`src/rtl/control_pkg.sv`:
```
// Shared types and constants for the accumulator-core sequencer.
// The PAUSE state exists only when CONTROL_SINGLE_STEP_EN is defined.
package control_pkg;

  localparam int OPCODE_WIDTH = 5;
  localparam int ALU_OP_WIDTH = 3;

  typedef enum logic [OPCODE_WIDTH-1:0] {
    OP_HLT  = 5'h00, OP_STO  = 5'h01, OP_LD   = 5'h02, OP_LDI  = 5'h03,
    OP_ADD  = 5'h04, OP_ADDI = 5'h05, OP_SUB  = 5'h06, OP_SUBI = 5'h07,
    OP_AND  = 5'h08, OP_ANDI = 5'h09, OP_OR   = 5'h0A, OP_ORI  = 5'h0B,
    OP_XOR  = 5'h0C, OP_XORI = 5'h0D, OP_NOT  = 5'h0E, OP_BEQ  = 5'h0F,
    OP_BNE  = 5'h10, OP_BGT  = 5'h11, OP_BGE  = 5'h12, OP_BLT  = 5'h13,
    OP_BLE  = 5'h14, OP_JMP  = 5'h15, OP_NOP  = 5'h16
  } opcode_t;

  typedef enum logic [ALU_OP_WIDTH-1:0] {
    ALU_PASS_B = 3'd0, ALU_ADD = 3'd1, ALU_SUB = 3'd2, ALU_AND = 3'd3,
    ALU_OR     = 3'd4, ALU_XOR = 3'd5, ALU_NOT = 3'd6
  } alu_op_t;

  typedef enum logic [2:0] {
    ST_INIT, ST_FETCH, ST_DECODE, ST_MEMOP, ST_EXEC, ST_STORE, ST_HALT
`ifdef CONTROL_SINGLE_STEP_EN
    , ST_PAUSE
`endif
  } state_t;

  typedef struct packed {
    logic    pc_clr;
    logic    pc_inc;
    logic    pc_wr;
    logic    ir_wr;
    logic    addr_sel;
    logic    mem_rd;
    logic    mem_wr;
    logic    b_sel;
    alu_op_t alu_op;
    logic    acc_wr;
    logic    flags_wr;
    logic    flags_reset;
    logic    illegal_op;
  } strobes_t;

  // Register and immediate forms of an operation share one ALU select.
  function automatic alu_op_t alu_sel(input logic [OPCODE_WIDTH-1:0] op);
    case (op)
      OP_ADD, OP_ADDI: alu_sel = ALU_ADD;
      OP_SUB, OP_SUBI: alu_sel = ALU_SUB;
      OP_AND, OP_ANDI: alu_sel = ALU_AND;
      OP_OR,  OP_ORI:  alu_sel = ALU_OR;
      OP_XOR, OP_XORI: alu_sel = ALU_XOR;
      OP_NOT:          alu_sel = ALU_NOT;
      default:         alu_sel = ALU_PASS_B;
    endcase
  endfunction

endpackage

```
`src/rtl/control_branch_eval.sv`:
```
// Branch condition evaluation from the Z/N flags; non-branch opcodes are never taken.
module branch_eval
  import control_pkg::*;
(
  input  logic [OPCODE_WIDTH-1:0] opcode,
  input  logic                    flag_Z,
  input  logic                    flag_N,
  output logic                    taken
);

  always_comb begin
    taken = 1'b0;
    case (opcode)
      OP_BEQ:  taken = flag_Z;
      OP_BNE:  taken = ~flag_Z;
      OP_BGT:  taken = ~flag_Z & ~flag_N;
      OP_BGE:  taken = ~flag_N;
      OP_BLT:  taken = flag_N;
      OP_BLE:  taken = flag_N | flag_Z;
      OP_JMP:  taken = 1'b1;
      default: taken = 1'b0;
    endcase
  end

endmodule

```
`src/rtl/control_unit.sv`:
```
// Multi-cycle fetch/decode/execute sequencer for the 11-bit accumulator datapath.
// Optional single-step pause is enabled with CONTROL_SINGLE_STEP_EN.
module control_unit
  import control_pkg::*;
#(
  parameter int MEM_WAIT_MAX = 15
) (
  input  logic                    clock,
  input  logic                    control_reset,
`ifdef CONTROL_SINGLE_STEP_EN
  input  logic                    step,
`endif
  input  logic [OPCODE_WIDTH-1:0] opcode,
  input  logic                    flag_Z,
  input  logic                    flag_N,
  input  logic                    mem_ready,
  output logic                    pc_clr,
  output logic                    pc_inc,
  output logic                    pc_wr,
  output logic                    ir_wr,
  output logic                    addr_sel,
  output logic                    mem_rd,
  output logic                    mem_wr,
  output logic                    b_sel,
  output logic [ALU_OP_WIDTH-1:0] alu_op,
  output logic                    acc_wr,
  output logic                    flags_wr,
  output logic                    flags_reset,
  output logic                    halted,
  output logic                    illegal_op,
  output logic                    bus_error
);

  localparam int CNT_W = (MEM_WAIT_MAX > 1) ? $clog2(MEM_WAIT_MAX + 1) : 1;

`ifdef CONTROL_SINGLE_STEP_EN
  localparam state_t RESUME = ST_PAUSE;
  logic stepPrev_q;
`else
  localparam state_t RESUME = ST_FETCH;
`endif

  state_t           state_q, state_d;
  logic [CNT_W-1:0] waitCnt_q, waitCnt_d;
  logic             busErr_q, busErr_d;
  logic             taken;
  logic             waitExpired;
  strobes_t         strbRaw, strb;

  branch_eval u_branch_eval (
    .opcode (opcode),
    .flag_Z (flag_Z),
    .flag_N (flag_N),
    .taken  (taken)
  );

  // The last permitted wait cycle: the request is dropped on the following edge.
  assign waitExpired = (MEM_WAIT_MAX != 0) && (int'(waitCnt_q) == MEM_WAIT_MAX - 1);

  always_comb begin
    state_d   = state_q;
    waitCnt_d = '0;
    busErr_d  = busErr_q;
    strbRaw   = '0;
    case (state_q)
      ST_INIT: begin
        strbRaw.pc_clr      = 1'b1;
        strbRaw.flags_reset = 1'b1;
        state_d             = ST_FETCH;
      end
      ST_FETCH: begin
        strbRaw.mem_rd = 1'b1;
        if (mem_ready) begin
          strbRaw.ir_wr  = 1'b1;
          strbRaw.pc_inc = 1'b1;
          state_d        = ST_DECODE;
        end
      end
      ST_DECODE: begin
        case (opcode)
          OP_HLT: state_d = ST_HALT;
          OP_STO: state_d = ST_STORE;
          OP_LD, OP_ADD, OP_SUB, OP_AND, OP_OR, OP_XOR: state_d = ST_MEMOP;
          OP_LDI, OP_ADDI, OP_SUBI, OP_ANDI, OP_ORI, OP_XORI, OP_NOT: state_d = ST_EXEC;
          OP_BEQ, OP_BNE, OP_BGT, OP_BGE, OP_BLT, OP_BLE, OP_JMP: begin
            strbRaw.pc_wr = taken;
            state_d       = RESUME;
          end
          OP_NOP: state_d = RESUME;
          default: begin
            strbRaw.illegal_op = 1'b1;
            state_d            = RESUME;
          end
        endcase
      end
      ST_MEMOP: begin
        strbRaw.mem_rd   = 1'b1;
        strbRaw.addr_sel = 1'b1;
        if (mem_ready) begin
          strbRaw.acc_wr   = 1'b1;
          strbRaw.flags_wr = 1'b1;
          strbRaw.alu_op   = alu_sel(opcode);
          state_d          = RESUME;
        end
      end
      ST_EXEC: begin
        strbRaw.b_sel    = 1'b1;
        strbRaw.acc_wr   = 1'b1;
        strbRaw.flags_wr = 1'b1;
        strbRaw.alu_op   = alu_sel(opcode);
        state_d          = RESUME;
      end
      ST_STORE: begin
        strbRaw.mem_wr   = 1'b1;
        strbRaw.addr_sel = 1'b1;
        if (mem_ready) state_d = RESUME;
      end
`ifdef CONTROL_SINGLE_STEP_EN
      ST_PAUSE: begin
        if (step && !stepPrev_q) state_d = ST_FETCH;
      end
`endif
      ST_HALT: state_d = ST_HALT;
      default: state_d = ST_INIT;
    endcase

    if ((state_q == ST_FETCH || state_q == ST_MEMOP || state_q == ST_STORE) && !mem_ready) begin
      if (waitExpired) begin
        state_d  = ST_HALT;
        busErr_d = 1'b1;
      end else begin
        waitCnt_d = waitCnt_q + 1'b1;
      end
    end
  end

  // Gating with the reset level clears every strobe without waiting for a clock.
  assign strb        = control_reset ? strbRaw : '0;
  assign pc_clr      = strb.pc_clr;
  assign pc_inc      = strb.pc_inc;
  assign pc_wr       = strb.pc_wr;
  assign ir_wr       = strb.ir_wr;
  assign addr_sel    = strb.addr_sel;
  assign mem_rd      = strb.mem_rd;
  assign mem_wr      = strb.mem_wr;
  assign b_sel       = strb.b_sel;
  assign alu_op      = strb.alu_op;
  assign acc_wr      = strb.acc_wr;
  assign flags_wr    = strb.flags_wr;
  assign flags_reset = strb.flags_reset;
  assign illegal_op  = strb.illegal_op;
  assign halted      = control_reset && (state_q == ST_HALT);
  assign bus_error   = busErr_q;

  always_ff @(posedge clock or negedge control_reset) begin
    if (!control_reset) begin
      state_q   <= ST_INIT;
      waitCnt_q <= '0;
      busErr_q  <= 1'b0;
    end else begin
      state_q   <= state_d;
      waitCnt_q <= waitCnt_d;
      busErr_q  <= busErr_d;
    end
  end

`ifdef CONTROL_SINGLE_STEP_EN
  always_ff @(posedge clock or negedge control_reset) begin
    if (!control_reset) stepPrev_q <= 1'b0;
    else                stepPrev_q <= step;
  end
`endif

endmodule

```
`config.mk`:
```
export PLATFORM = sky130hd
export DESIGN_NAME = control_unit
export DESIGN_NICKNAME = d
export VERILOG_FILES = /design/src/rtl/control_pkg.sv /design/src/rtl/control_branch_eval.sv /design/src/rtl/control_unit.sv
export SDC_FILE = /design/constraint.sdc
export NUM_CORES = 1
export LEC_CHECK = 0
export CORE_MARGIN = 3
export CORE_UTILIZATION = 43
export DETAILED_ROUTE_END_ITERATION = 7
export GPL_TIMING_DRIVEN = 0
export HOLD_SLACK_MARGIN = 0.1
export PLACE_DENSITY_LB_ADDON = 0.15
export SLEW_MARGIN = 20
export SYNTH_ARGS = -nofsm -noshare
export SYNTH_HDL_FRONTEND = slang
export SYNTH_SLANG_ARGS = --single-unit
```
`constraint.sdc`:
```
create_clock -name clock -period 1.5 [get_ports clock]
set_input_delay 0.15 -clock clock [delete_from_list [all_inputs] [get_ports clock]]
set_output_delay 0.15 -clock clock [all_outputs]
set_load 0.005 [all_outputs]
```
==> flow_summary.yaml <==
run_status:
  status: "complete, but fails checks"
  failed_checks: "setup timing"
cts:
  cts_htree_levels: 1
  clock_sinks: 8
  path_clk_slew_ps: 50
  cts_buffers: 3
  cts_tree: "done"
  clockBufferDepth: 2
  clk_latency_ps: 260
  cts-root-buf: "clkbuf_4"
cells_and_area:
  final_core_util: 0.8042
  antenna_cells: 0
  final_cells: 161
  drive_above_1_share: 0.4138
  fin_nets: 159
  stdcell_area_mm2: 0.001254
  syn_to_final_growth_pct: 68.97
timing:
  clock.fmax_mhz: 575.2
  rsz0062_at_grt: "true"
  fin_crit_ps: 1739
  slew_violations: 0
  finalHoldViolCount: 0
  finalCritPeriodShare: 1.159
  finalSetupViolations: 10
  post-route-worst-setup-slack_ps: -238.5
  worst_pin_slew_ps: 363.9
  slew_headroom: 0.7566
  clock_skew_ps: 0.1611
floorplanning:
  fp.coreArea_mm2: 0.001559
  dieHeight_um: 47.54
  start_util: 0.4759
  row_count: 14
  die_width_um: 47.54
  design.die.area_mm2: 0.002260
  pin_count: 27
run:
  cap_viol_max_count: 0
setup_path:
  cp_top_family: "buffers and inverters"
  crit_type: "register to output pin"
  worstPathMaxFanout: 4
  critPathMostFrequentCell: "buf_6"
  max_stage_delay_ps: 400
  critPathSlowestCell: "dfrtp_1"
  end_kind: "output pin"
  cp.arrival_ps: 1590
  path_buf_inv: 3
  cp_data_required_time_ps: 1350
  path_cells: "buf_6, nand2b_4, o22ai_4, nand3b_1, buf_6, nor3_2, buf_2"
  start_kind: "register"
placement:
  place_area_mm2: 0.001022
  dp_cells: 143
  dpl.hpwl_um: 1313
  gp_congestion: 0.7830
  portBuffers: 26
drt:
  wirelength_um: 2489
  postRouteAntennaNets: 0
  via_count: 925
  wl_per_cell_um: 15.46
  drc: 0
  viasPerCell: 5.745
  drtPass1Iterations: 4
  drt_iter0_drc: 15
synth:
  syn_nets: 113
  synth-seq-cells: 8
  syn_avg_cell_area_um2: 7.346
  synth-edff-count: 0
  yosys.area.top_type_share: 0.2698
  ys.flop_type: "dfrtp_1"
  synth_top_cells_by_count: "nor2_1, nand2_1, dfrtp_1"
  yosys.area.top_type: "dfrtp_1"
  synth_most_common_cell: "nor2_1"
  yosysUniqueCellTypes: 34
  ys_seq_area_frac: 0.2698
  netlist_area_um2: 742.0
  synthCells: 101
  yosys_warnings: 0
  synthTopCellsByArea: "dfrtp_1, nor2_1, nand2_1"
  ys_async_sr_fraction: 1.000
grt:
  gr-usage-met3: 0.04887
  grt_max_degree: 11
  grt-ovfl-total: 0
  antenna_found_initial: 0
  grt_pass1_vias: 835
  met1_usage: 0.2489
  grt_use_total: 0.2142
  grt_pass1_wl_um: 3491
  met2_usage: 0.3797
  grt_busiest_layer: "met2"
power_and_ir_drop:
  power.density_mw_per_mm2: 1275
  p_leak_nw: 0.6072
  p_total_mw: 1.598
  ir_drop_uv: 726.7
hold_path:
  hold_class: "input port to register"
-- worst register-to-register path, cell delays in order, from the launching register on --
cell and delay (ps):
dfrtp_1 400, buf_6 140, nand2b_4 150, buf_4 150
buf_4 140, buf_4 130, o22ai_1 130, nand2_1 70
o311a_1 110
-- state kept, by name (all words and copies together), names as in the netlist --
register   count
state_q        3
bus_error      1
waitCnt_q      4
-- what timing repair did --
| action | in CTS | in global routing |
|---|---|---|
| gates resized for setup | 78 | 17 |
| hold endpoints to repair | 8 | 0 |
| hold buffers | 1 | 0 |
| buffers inserted | 11 | 5 |
| setup endpoints to repair | 16 | 12 |
| pin swaps | 9 | 4 |
-- metrics by stage --
step / setup WS [ps] / hold WS (ps) / TNS (ps)
finish: -238.5 / 465.8 / -1230
global route: -309.3 / 502.9 / -2002
CTS: -229.8 / 484.6 / -821.2
detailed placement: -929.9 / 461.8 / -8955
global placement: -909.0 / 460.3 / -8606
floorplan: 186.7 / -145.6 / 0
-- logic make-up after synthesis --
kind of cell | synth area share
AND/OR/NAND/NOR | 0.3660
AO/OA/AOI/OAI | 0.2007
buffers and inverters | 0.08262
flip-flops | 0.2698
XOR/XNOR | 0.04723
adder cells (fa/ha/maj) | 0.03372
-- cell usage in the layout (no fill, tap or decap), drive strengths merged, types with 2 or more instances in the layout --
cell type,n
o22ai,2
clkbuf,5
a21oi,7
nand3,5
nor2,15
o21bai,2
nor3b,2
dlymetal6s2s,2
dlygate4sd2,4
dfrtp,8
nand2,10
xnor2,3
o21ai,5
nor3,6
clkdlybuf4s50,5
nand2b,6
ha,2
buf,35
clkdlybuf4s15,2
-- layer usage --
layer	part of all wire	vias to the layer above
met3	0.048	7
met1	0.40	443
met4	0.027	0
li1	-	444
met5	0	-
met2	0.52	31
-- final cells by class --
cell class | instances | area (um^2)
tap | 16 | 20.02
inverter | 1 | 3.754
clock buffer | 3 | 22.52
multi-input combinational | 82 | 595.6
fill | 100 | 305.3
buffer | 9 | 75.07
sequential | 8 | 201.4
timing repair buffer | 42 | 335.3
-- path summary, 6_finish.rpt --
path                               startpoint            to  slack (ps)  depth (start not counted)
worst max-delay path               state_q[2]     alu_op[2]        -240                          7
worst min-delay path                opcode[0]    state_q[0]         470                          4
worst max register to register     state_q[2]    state_q[0]         -30                          8
worst min register to register   waitCnt_q[0]  waitCnt_q[0]         490                          1
max in group asynchronous       control_reset    state_q[0]         670                          2
min in group asynchronous       control_reset    state_q[1]         550                          2
-- power by group --
part | internal, mW | total [mW] | switching, mW
Combinational | 0.568 | 1.09 | 0.521
Sequential | 0.278 | 0.340 | 0.0624
Clock | 0.0918 | 0.169 | 0.0773
No activity file was read; power rests on OpenSTA's default activity.
